### src/rtl/aes_pkg.sv
`default_nettype none
// ============================================================================
//  Module      : aes_pkg
//  Description : Shared AES-128 constants: widths, round count and the Rcon
//                table used by the on-the-fly key schedule.
//  Revision    : 1.0 - initial release
// ============================================================================
package aes_pkg;

   localparam int STATE_W    = 128;
   localparam int WORD_W     = 32;
   localparam int ROUND_W    = 4;
   localparam int AES_ROUNDS = 10;

   // Round constants for rounds 1..10; entry i serves round i+1.
   localparam logic [7:0] RCON [AES_ROUNDS] = '{
      8'h01, 8'h02, 8'h04, 8'h08, 8'h10,
      8'h20, 8'h40, 8'h80, 8'h1b, 8'h36
   };

   // Rcon byte needed to step from round r to round r+1 (zero past the end).
   function automatic logic [7:0] rcon_next(input logic [ROUND_W-1:0] r);
      logic [7:0] rc;
      rc = 8'h00;
      if (r < ROUND_W'(AES_ROUNDS)) begin
         rc = RCON[r];
      end
      return rc;
   endfunction

endpackage : aes_pkg
`default_nettype wire

### src/rtl/aes_sbox.sv
`default_nettype none
// ============================================================================
//  Module      : aes_sbox
//  Description : Combinational AES S-box. Computes the GF(2^8) multiplicative
//                inverse (x^254) followed by the AES affine transform, so no
//                256-entry table has to be maintained by hand.
//  Revision    : 1.0 - initial release
// ============================================================================
module aes_sbox (
   input  logic [7:0] data,
   output logic [7:0] subst
);

   // Multiply in GF(2^8) modulo x^8 + x^4 + x^3 + x + 1.
   function automatic logic [7:0] gf_mul(input logic [7:0] a, input logic [7:0] b);
      logic [7:0] acc;
      logic [7:0] sh;
      acc = 8'h00;
      sh  = a;
      for (int i = 0; i < 8; i++) begin
         if (b[i]) begin
            acc = acc ^ sh;
         end
         sh = {sh[6:0], 1'b0} ^ (sh[7] ? 8'h1b : 8'h00);
      end
      return acc;
   endfunction

   logic [7:0] inv;

   // Inverse by square-and-multiply for exponent 254; 0 maps to 0 naturally.
   always_comb begin
      logic [7:0] base;
      logic [7:0] res;
      logic [7:0] expo;
      base = data;
      res  = 8'h01;
      expo = 8'd254;
      for (int i = 0; i < 8; i++) begin
         if (expo[i]) begin
            res = gf_mul(res, base);
         end
         base = gf_mul(base, base);
      end
      inv = res;
   end

   // Affine transform: b ^ rotl1 ^ rotl2 ^ rotl3 ^ rotl4 ^ 0x63.
   always_comb begin
      subst = inv
            ^ {inv[6:0], inv[7]}
            ^ {inv[5:0], inv[7:6]}
            ^ {inv[4:0], inv[7:5]}
            ^ {inv[3:0], inv[7:4]}
            ^ 8'h63;
   end

endmodule : aes_sbox
`default_nettype wire

### src/rtl/round_key_add.sv
`default_nettype none
// ============================================================================
//  Module      : round_key_add
//  Description : AES-128 AddRoundKey stage with an on-the-fly key schedule.
//                Each accepted state is XORed with the current round key and
//                registered; the schedule then steps to the next round key,
//                wrapping back to the stored cipher key after round 10.
//  Revision    : 1.0 - initial release
// ============================================================================
module round_key_add
   import aes_pkg::*;
(
   input  logic               clk,
   input  logic               reset,
   input  logic               key_load,
   input  logic [STATE_W-1:0] key_in,
   input  logic               in_valid,
   output logic               in_ready,
   input  logic [STATE_W-1:0] state_in,
   output logic               out_valid,
   input  logic               out_ready,
   output logic [STATE_W-1:0] state_out,
   output logic [ROUND_W-1:0] round_out
);

   logic [STATE_W-1:0] cipher_key;
   logic [STATE_W-1:0] round_key;
   logic [ROUND_W-1:0] round_cnt;
   logic               key_loaded;

   logic               accept;
   logic               last_round;
   logic [WORD_W-1:0]  w0, w1, w2, w3;
   logic [WORD_W-1:0]  rot_w3;
   logic [WORD_W-1:0]  sub_w;
   logic [WORD_W-1:0]  w4, w5, w6, w7;
   logic [STATE_W-1:0] next_round_key;

   // A key load steals the cycle so the schedule restart is never mixed with a transfer.
   assign in_ready   = key_loaded && !key_load && (!out_valid || out_ready);
   assign accept     = in_valid && in_ready;
   assign last_round = (round_cnt == ROUND_W'(AES_ROUNDS));

   // Next schedule word set, derived combinationally from the current round key.
   assign {w0, w1, w2, w3} = round_key;
   assign rot_w3 = {w3[23:0], w3[31:24]};

   generate
      for (genvar g = 0; g < 4; g++) begin : g_sbox
         aes_sbox u_sbox (
            .data  (rot_w3[g*8 +: 8]),
            .subst (sub_w[g*8 +: 8])
         );
      end
   endgenerate

   assign w4 = w0 ^ sub_w ^ {rcon_next(round_cnt), 24'h000000};
   assign w5 = w1 ^ w4;
   assign w6 = w2 ^ w5;
   assign w7 = w3 ^ w6;
   assign next_round_key = {w4, w5, w6, w7};

   // Key copy, round key and round counter; key_load restarts the schedule.
   always_ff @(posedge clk) begin
      if (reset) begin
         cipher_key <= '0;
         round_key  <= '0;
         round_cnt  <= '0;
         key_loaded <= 1'b0;
      end else if (key_load) begin
         cipher_key <= key_in;
         round_key  <= key_in;
         round_cnt  <= '0;
         key_loaded <= 1'b1;
      end else if (accept) begin
         if (last_round) begin
            round_cnt <= '0;
            round_key <= cipher_key;
         end else begin
            round_cnt <= round_cnt + 1'b1;
            round_key <= next_round_key;
         end
      end
   end

   // Output register: load on transfer, hold under backpressure, retire on ready.
   always_ff @(posedge clk) begin
      if (reset) begin
         out_valid <= 1'b0;
         state_out <= '0;
         round_out <= '0;
      end else if (accept) begin
         out_valid <= 1'b1;
         state_out <= state_in ^ round_key;
         round_out <= round_cnt;
      end else if (out_ready) begin
         out_valid <= 1'b0;
      end
   end

endmodule : round_key_add
`default_nettype wire
### config.mk
export PLATFORM = sky130hd
export DESIGN_NAME = round_key_add
export DESIGN_NICKNAME = d
export VERILOG_FILES = /design/src/rtl/aes_pkg.sv /design/src/rtl/aes_sbox.sv /design/src/rtl/round_key_add.sv
export SDC_FILE = /design/constraint.sdc
export NUM_CORES = 2
export LEC_CHECK = 0
export BUFFER_PORTS_ARGS = -buffer_cell sky130_fd_sc_hd__clkbuf_2
export CAP_MARGIN = 20
export CORE_AREA = 2 2 562 285
export DETAILED_ROUTE_END_ITERATION = 8
export DIE_AREA = 0 0 564 287
export PLACE_DENSITY = 0.66
export SETUP_SLACK_MARGIN = 0.5
export SYNTH_ARGS = -nofsm -noshare
export SYNTH_HDL_FRONTEND = slang
export SYNTH_SLANG_ARGS = --single-unit
### constraint.sdc
create_clock -name clk -period 23.7 [get_ports clk]
set_clock_uncertainty 0.05 [all_clocks]
set_input_delay 3.555 -clock clk [delete_from_list [all_inputs] [get_ports clk]]
set_output_delay 3.555 -clock clk [all_outputs]
set_load 0.02 [all_outputs]
Yosys cells after proc, flatten, opt, wreduce, memory -nomap -nowiden
Memory sizes are Yosys's and may differ from the RTL's.
Index checks and enable logic that the tools add are counted.
Word-level totals
  output and inout port bits: 134
  input port bits: 261
  logic and storage cells: 1625
  ROM bits: 128
  flip-flop bits (word level): 394
  memories kept: 1
Memory list
  (no name shown): depth 16, bits a word 8, rd ports 1, clocked after Yosys merged registers in 0, write ports 0, line aes_pkg.sv:26  | rc = RCON[r];
Operators by class
  order comparisons: 2
  reduce and logical (&&, ||, !) cells: 9
  equality and inequality tests: 1
  multiplexer cells: 821
  add/sub/neg operators: 1
  bitwise gates (word level): 783
Operator list (number)
  bitwise XOR 8 bit: 744
  2-to-1 mux 8 bit: 423
  2-to-1 mux 5 bit: 368
  2-to-1 mux 128 bit: 3
  bitwise XOR 32 bit: 5
  bitwise XOR 128 bit: 1
  2-to-1 mux 7 bit: 4
  inverter 1 bit, first input constant: 28
  2-to-1 mux 6 bit: 4
  2-to-1 mux 4 bit: 5
  inverter 4 bit: 4
  2-to-1 mux 3 bit: 4
  2-to-1 mux 2 bit: 4
  2-to-1 mux 1 bit: 6
  greater-or-equal comparator 5 bit, second input constant: 1
  inverter 4 -> 5 bit: 1
  adder 4 x 1 -> 4 bit, second input constant: 1
  equality test 4 bit, second input constant: 1
  < comparator 4 bit, second input constant: 1
  nonzero test 2 bit: 2
  logical AND 1 bit: 3
  zero test 1 bit: 2
  OR reduction 2 bit: 1
  logical OR 1 bit: 1

Depth between registers and ports, before layout
  depth after elaboration: 140
  gate-level depth with buffers: 68
  gate-level depth less buffers: 57

Cells and area by module
A second synthesis with hierarchy kept.
Unflattened totals
  cell total of the unflattened synthesis: 9813
  area total of the unflattened synthesis: 78856.9 sq um
By module, submodules not included
  aes_sbox: sequential area each 0.0 sq um, area an instance 15220.8 sq um, times used 4, cells an instance 1942
  round_key_add: sequential area each 7887.6 sq um, area an instance 17973.5 sq um, times used 1, cells an instance 2045

Least setup slack after synthesis
No wires, ideal clock.
  kind: reg-to-reg
  from: reg round_key[20]
  to: reg round_key[26]
  clock period less this slack: 15909 ps
  library setup time: 86 ps
  data arrival time: 15773 ps
  cell stages (with the launch flop): 64
  setup slack: 7791 ps
  required time: 23564 ps
  buffers on the path: 10
  cells stage by stage: dfxtp_1 -> buf_4 -> buf_4 -> xor3_1 -> o211a_1 -> o211a_1 -> nor2_1 -> inv_2 -> buf_2 -> buf_1 -> ha_1 -> xnor3_1 -> xnor2_1 -> nand2_1 -> xnor2_1 -> clkbuf_1 -> and2_1 -> nor2_1 -> [28 not listed] -> or4_1 -> o31a_1 -> o221a_2 -> nor2_1 -> nor2_1 -> xnor2_4 -> xnor3_2 -> a221oi_1 -> o221ai_1 -> xnor3_2 -> xnor2_4 -> xnor2_4 -> xnor2_2 -> xnor3_1 -> xnor2_1 -> and3_1 -> a221oi_2 -> a221oi_2
Between the ends
  word-level cells in the longest chain between the ends: 135
  elaborated cells between the ends (all ways): 391
  classes of those cells: 200 x mux; 191 x bitwise
RTL lines
  from (decl): line round_key_add.sv:27  | logic [STATE_W-1:0] round_key;
  from (signal assigned): line round_key_add.sv:72  | round_key <= key_in;
  from (signal assigned): line round_key_add.sv:78  | round_key <= cipher_key;
  from (signal assigned): line round_key_add.sv:81  | round_key <= next_round_key;
  bitwise XOR 8 bit: line aes_sbox.sv:24  | sh = {sh[6:0], 1'b0} ^ (sh[7] ? 8'h1b : 8'h00);
  bitwise XOR 8 bit: line aes_sbox.sv:22  | acc = acc ^ sh;
  2-to-1 mux 8 bit: line aes_sbox.sv:21  | if (b[i]) begin
  bitwise XOR 8 bit: line aes_sbox.sv:22
  2-to-1 mux 8 bit: line aes_sbox.sv:21
  bitwise XOR 8 bit: line aes_sbox.sv:22
  2-to-1 mux 8 bit: line aes_sbox.sv:21
  bitwise XOR 8 bit: line aes_sbox.sv:22
  [118 not listed]
  bitwise XOR 8 bit (*): line aes_sbox.sv:54  | ^ {inv[3:0], inv[7:4]}
  bitwise XOR 32 bit (*) (2 in series): line round_key_add.sv:57  | assign w4 = w0 ^ sub_w ^ {rcon_next(round_cnt), 24'h000000};
  bitwise XOR 32 bit (*): line round_key_add.sv:58  | assign w5 = w1 ^ w4;
  bitwise XOR 32 bit (*): line round_key_add.sv:59  | assign w6 = w2 ^ w5;
  bitwise XOR 32 bit (*): line round_key_add.sv:60  | assign w7 = w3 ^ w6;
  2-to-1 mux 128 bit (*): line round_key_add.sv:76  | if (last_round) begin
  2-to-1 mux 128 bit (*): line round_key_add.sv:75  | end else if (accept) begin
  2-to-1 mux 128 bit (*): line round_key_add.sv:70  | end else if (key_load) begin
Every way passes the cells marked *; elsewhere a longest branch is shown, timed or not. The select of a mux whose other input is x is not followed.
A chain may end at the register's enable or synchronous reset.

Worst setup path after layout
  from: reg round_key[7]
  to: reg round_key[8]
Between the ends
  word-level cells in the longest chain between the ends: 137
  elaborated cells between the ends (all ways): 394
  classes of those cells: 202 x mux; 192 x bitwise
RTL lines (line)
  2-to-1 mux 5 bit / 2-to-1 mux 8 bit (equally long branches): aes_sbox.sv:24, aes_sbox.sv:21
  bitwise XOR 8 bit (on tied branches): aes_sbox.sv:24, aes_sbox.sv:22
  bitwise XOR 8 bit / 2-to-1 mux 8 bit (equally long branches): aes_sbox.sv:22, aes_sbox.sv:21
  2-to-1 mux 8 bit / bitwise XOR 8 bit (equally long branches): aes_sbox.sv:21, aes_sbox.sv:22
  bitwise XOR 8 bit / 2-to-1 mux 8 bit (equally long branches): aes_sbox.sv:22, aes_sbox.sv:21
  2-to-1 mux 8 bit / bitwise XOR 8 bit (equally long branches): aes_sbox.sv:21, aes_sbox.sv:22
  bitwise XOR 8 bit / 2-to-1 mux 8 bit (equally long branches): aes_sbox.sv:22, aes_sbox.sv:21
  2-to-1 mux 8 bit / bitwise XOR 8 bit (equally long branches): aes_sbox.sv:21, aes_sbox.sv:22
  [120 not listed]
  inverter 4 bit (no source line) (*)
  bitwise XOR 32 bit (*) (2 in series): round_key_add.sv:57
  bitwise XOR 32 bit (*): round_key_add.sv:58
  bitwise XOR 32 bit (*): round_key_add.sv:59
  bitwise XOR 32 bit (*): round_key_add.sv:60
  2-to-1 mux 128 bit (*): round_key_add.sv:76
  2-to-1 mux 128 bit (*): round_key_add.sv:75
  2-to-1 mux 128 bit (*): round_key_add.sv:70
Marked as above.

==> metrics.txt <==
die span in x around 560 microns; CTS sink cnt between 300 and 400; Setup crit end kind flip-flop; Post-CTS Resized 0; Setup-failing EPs final 0; crit share post-route about 87%; Synth Instances around 9900; min cycle time layout 20620 ps; vias per cell slightly above 6; Synth Net Count 10200; Crit-path slowest cell dfxtp_1; DRC errors left 0; starting DRC count in detailed routing 11100; Setup crit start kind flip-flop; Hold Fails Final Rpt 0; crit path buf inv count 2; flop-to-flop setup slack 3080 ps; largest net degree at the start of global routing 155; Vert. Die Dim between 200 and 300 microns; maximum clock insertion buffer count 3; PortBufs 394; max-slew headroom at the worst pin 16.1%; Vias 75200; HPWL after DPL 216 mm; final net count 10200; unrepaired setup endpoints after global routing no; Max Clk Rate 48.5 MHz; placed cell area between 80000 and 90000 sq um; Hold Crit Class flip-flop to flip-flop; GRT Resource Usage Total between 30% and 40%; post-route ant nets 0; slowest stage delay, CP 1010 ps; sequential-to-total area share from yosys stat 10.3%; Util after Layout 52.4%; design area a little over 80000 sq um; GRT overflow 0; hold-fix buffers at CTS 0; syn_area_per_cell between 7 and 8 sq um; Area growth syn-to-layout 7.68%; TritonCTS Buffers 44; Cell Area, Synth about 76000 sq um; Initial Util between 40% and 50%; synth warn 0; ratio of cells with drive above 1 in the final layout 11.0%; Post-Route WL ~280 mm; Yosys reg bits about 390; setup TNS 0 ps; layout filler cell count 15000; initial antenna violation count 14; status complete, no violations; Max FO, Critical Path 25; DR pass1 iterations 9; clock slew at reported path FFs 70 ps; Post-synth EDFFs 0; Clock Latency Late Sink a little under 700 ps; Slew @ Worst Pin 1250 ps; clock root buffer clkbuf_16; DR WL/cell 23.4 microns; GP Congestion slightly above 1; Max Cap Viol 0; ys async rst share 0%; Final Max Slew Viols 0; full die area around 160000 sq um; core area 157000 sq um; Critical Setup Path Class flip-flop to flip-flop; num rows slightly above 100; setup repair bufs after CTS 0; vias in the first global route just under 70000; CTS tree done; Max H-tree Level 2; Worst EP arrival roughly 21000 ps; first-pass GRT wire length 426 mm; IO Pins 395; CP dominant cell by count xnor3_1; most used flip-flop cell after synthesis dfxtp_1; Netlist cell types 110; CP delay by family, top XOR/XNOR gates; Worst Path Required 24140 ps
cell type report:
cell class / count / area, sq um / share of cell area (%)
well taps: 2100 / 2630 / 3.20
clock buffers: 54 / 1180 / 1.43
clock inverters: 25 / 284 / 0.346
flip-flops and latches: 394 / 7890 / 9.60
inverters: 104 / 390 / 0.475
multi-input cells: 8674 / 65500 / 79.7
repair buffers: 699 / 4300 / 5.24
diodes: 9 / 22.5 / 0.0274
Yosys cell counts (57+ instances only):
cell         n  area, sq um
a211oi_1   208         1560
a21oi_1    561         2810
a221oi_1    73          639
a22oi_1    123          923
a31oi_1     69          432
and2_1      63          394
buf_2      144          721
clkbuf_1   484         1820
dfxtp_1    394         7890
inv_1       89          334
mux2i_1    359         3590
nand2_1    953         3580
nand2b_1    66          413
nand3_1    187          936
nor2_1    1505         5650
nor3_1     220         1100
o211ai_1    89          668
o21ai_0    382         1910
o22ai_1    147          920
xnor2_1   1698        14900
xnor2_2     69         1120
xnor3_1    412         9280
xor2_1     473         4140
xor3_1      57         1360
cell families (layout without fill, tap and decap cells):
kind of cell               after synthesis  after routing  share of synthesized area (%)
other                                    0              9                              0
muxes                                  401            401                           5.36
and+or+nand+nor                       3334           3334                           18.8
xor gates and xnor gates              2776           2776                           42.2
DFF                                    394            394                           10.3
buffers and inverters                  817            882                           4.43
AOI/OAI and AO/OA                     2141           2141                           18.5
adders and majority gates               22             22                          0.358
placed cells by master (no fill, tap or decap), types with 42 or more instances in the layout:
cell	synthesis	routed
xnor2_1	1698	1657
nor2_1	1505	1500
nand2_1	953	952
a21oi_1	561	561
xor2_1	473	465
xnor3_1	412	412
dfxtp_1	394	394
clkbuf_2	0	392
o21ai_0	382	382
mux2i_1	359	359
buf_4	29	301
nor3_1	220	220
a211oi_1	208	208
nand3_1	187	187
o22ai_1	147	147
a22oi_1	123	123
xnor2_2	69	108
o211ai_1	89	89
inv_1	89	89
a221oi_1	73	73
a31oi_1	69	69
nand2b_1	66	65
and2_1	63	62
xor3_1	57	57
nor2b_1	56	56
or3_1	54	54
clkbuf_16	0	44
o21a_1	42	42
sequential cells by signal (all words and copies together) (netlist names):
| name | flops |
|---|---|
| cipher_key | 128 |
| round_out | 4 |
| round_cnt | 4 |
| out_valid | 1 |
| state_out | 128 |
| key_loaded | 1 |
| round_key | 128 |
worst reg2reg max path, delay by kind of cell (launching register included):
| kind | cells | cell delay, ps |
|---|---|---|
| XOR/XNOR | 23 | 11280 |
| AND/OR/NAND/NOR | 9 | 3300 |
| AO/OA/AOI/OAI | 9 | 2320 |
| adder cells (fa/ha/maj) | 2 | 1180 |
| flip-flops | 1 | 1010 |
| multiplexers | 3 | 880 |
| buffers and inverters | 2 | 470 |
final timing paths:
check,endpoint,depth (start not counted),start
worst min register to register,round_out[3],2,round_out[3]
worst max-delay path,round_key[8],48,round_key[7]
worst max register to register,round_key[8],48,round_key[7]
worst min-delay path,round_out[3],2,round_out[3]
per-stage QoR:
step / std cells / setup slack (ps) / hold slack [ps]
global route: 12100 / 2250 / 441
detailed placement: 12000 / 3820 / 409
floorplan: 9885 / 7790 / 377
finish: 12100 / 3080 / 420
global placement: 12000 / 3480 / 394
CTS: 12000 / 3790 / 418
routing by layer:
metal | global-route usage (%) | part of all wire [%]
met5 | 0.203 | 0.033
met4 | 6.16 | 1.9
met3 | 9.96 | 14
met2 | 43.5 | 38
met1 | 52.6 | 46
Power is not shown: default switching activity piles up to over one toggle a cycle in this logic, so the estimate is an artifact.
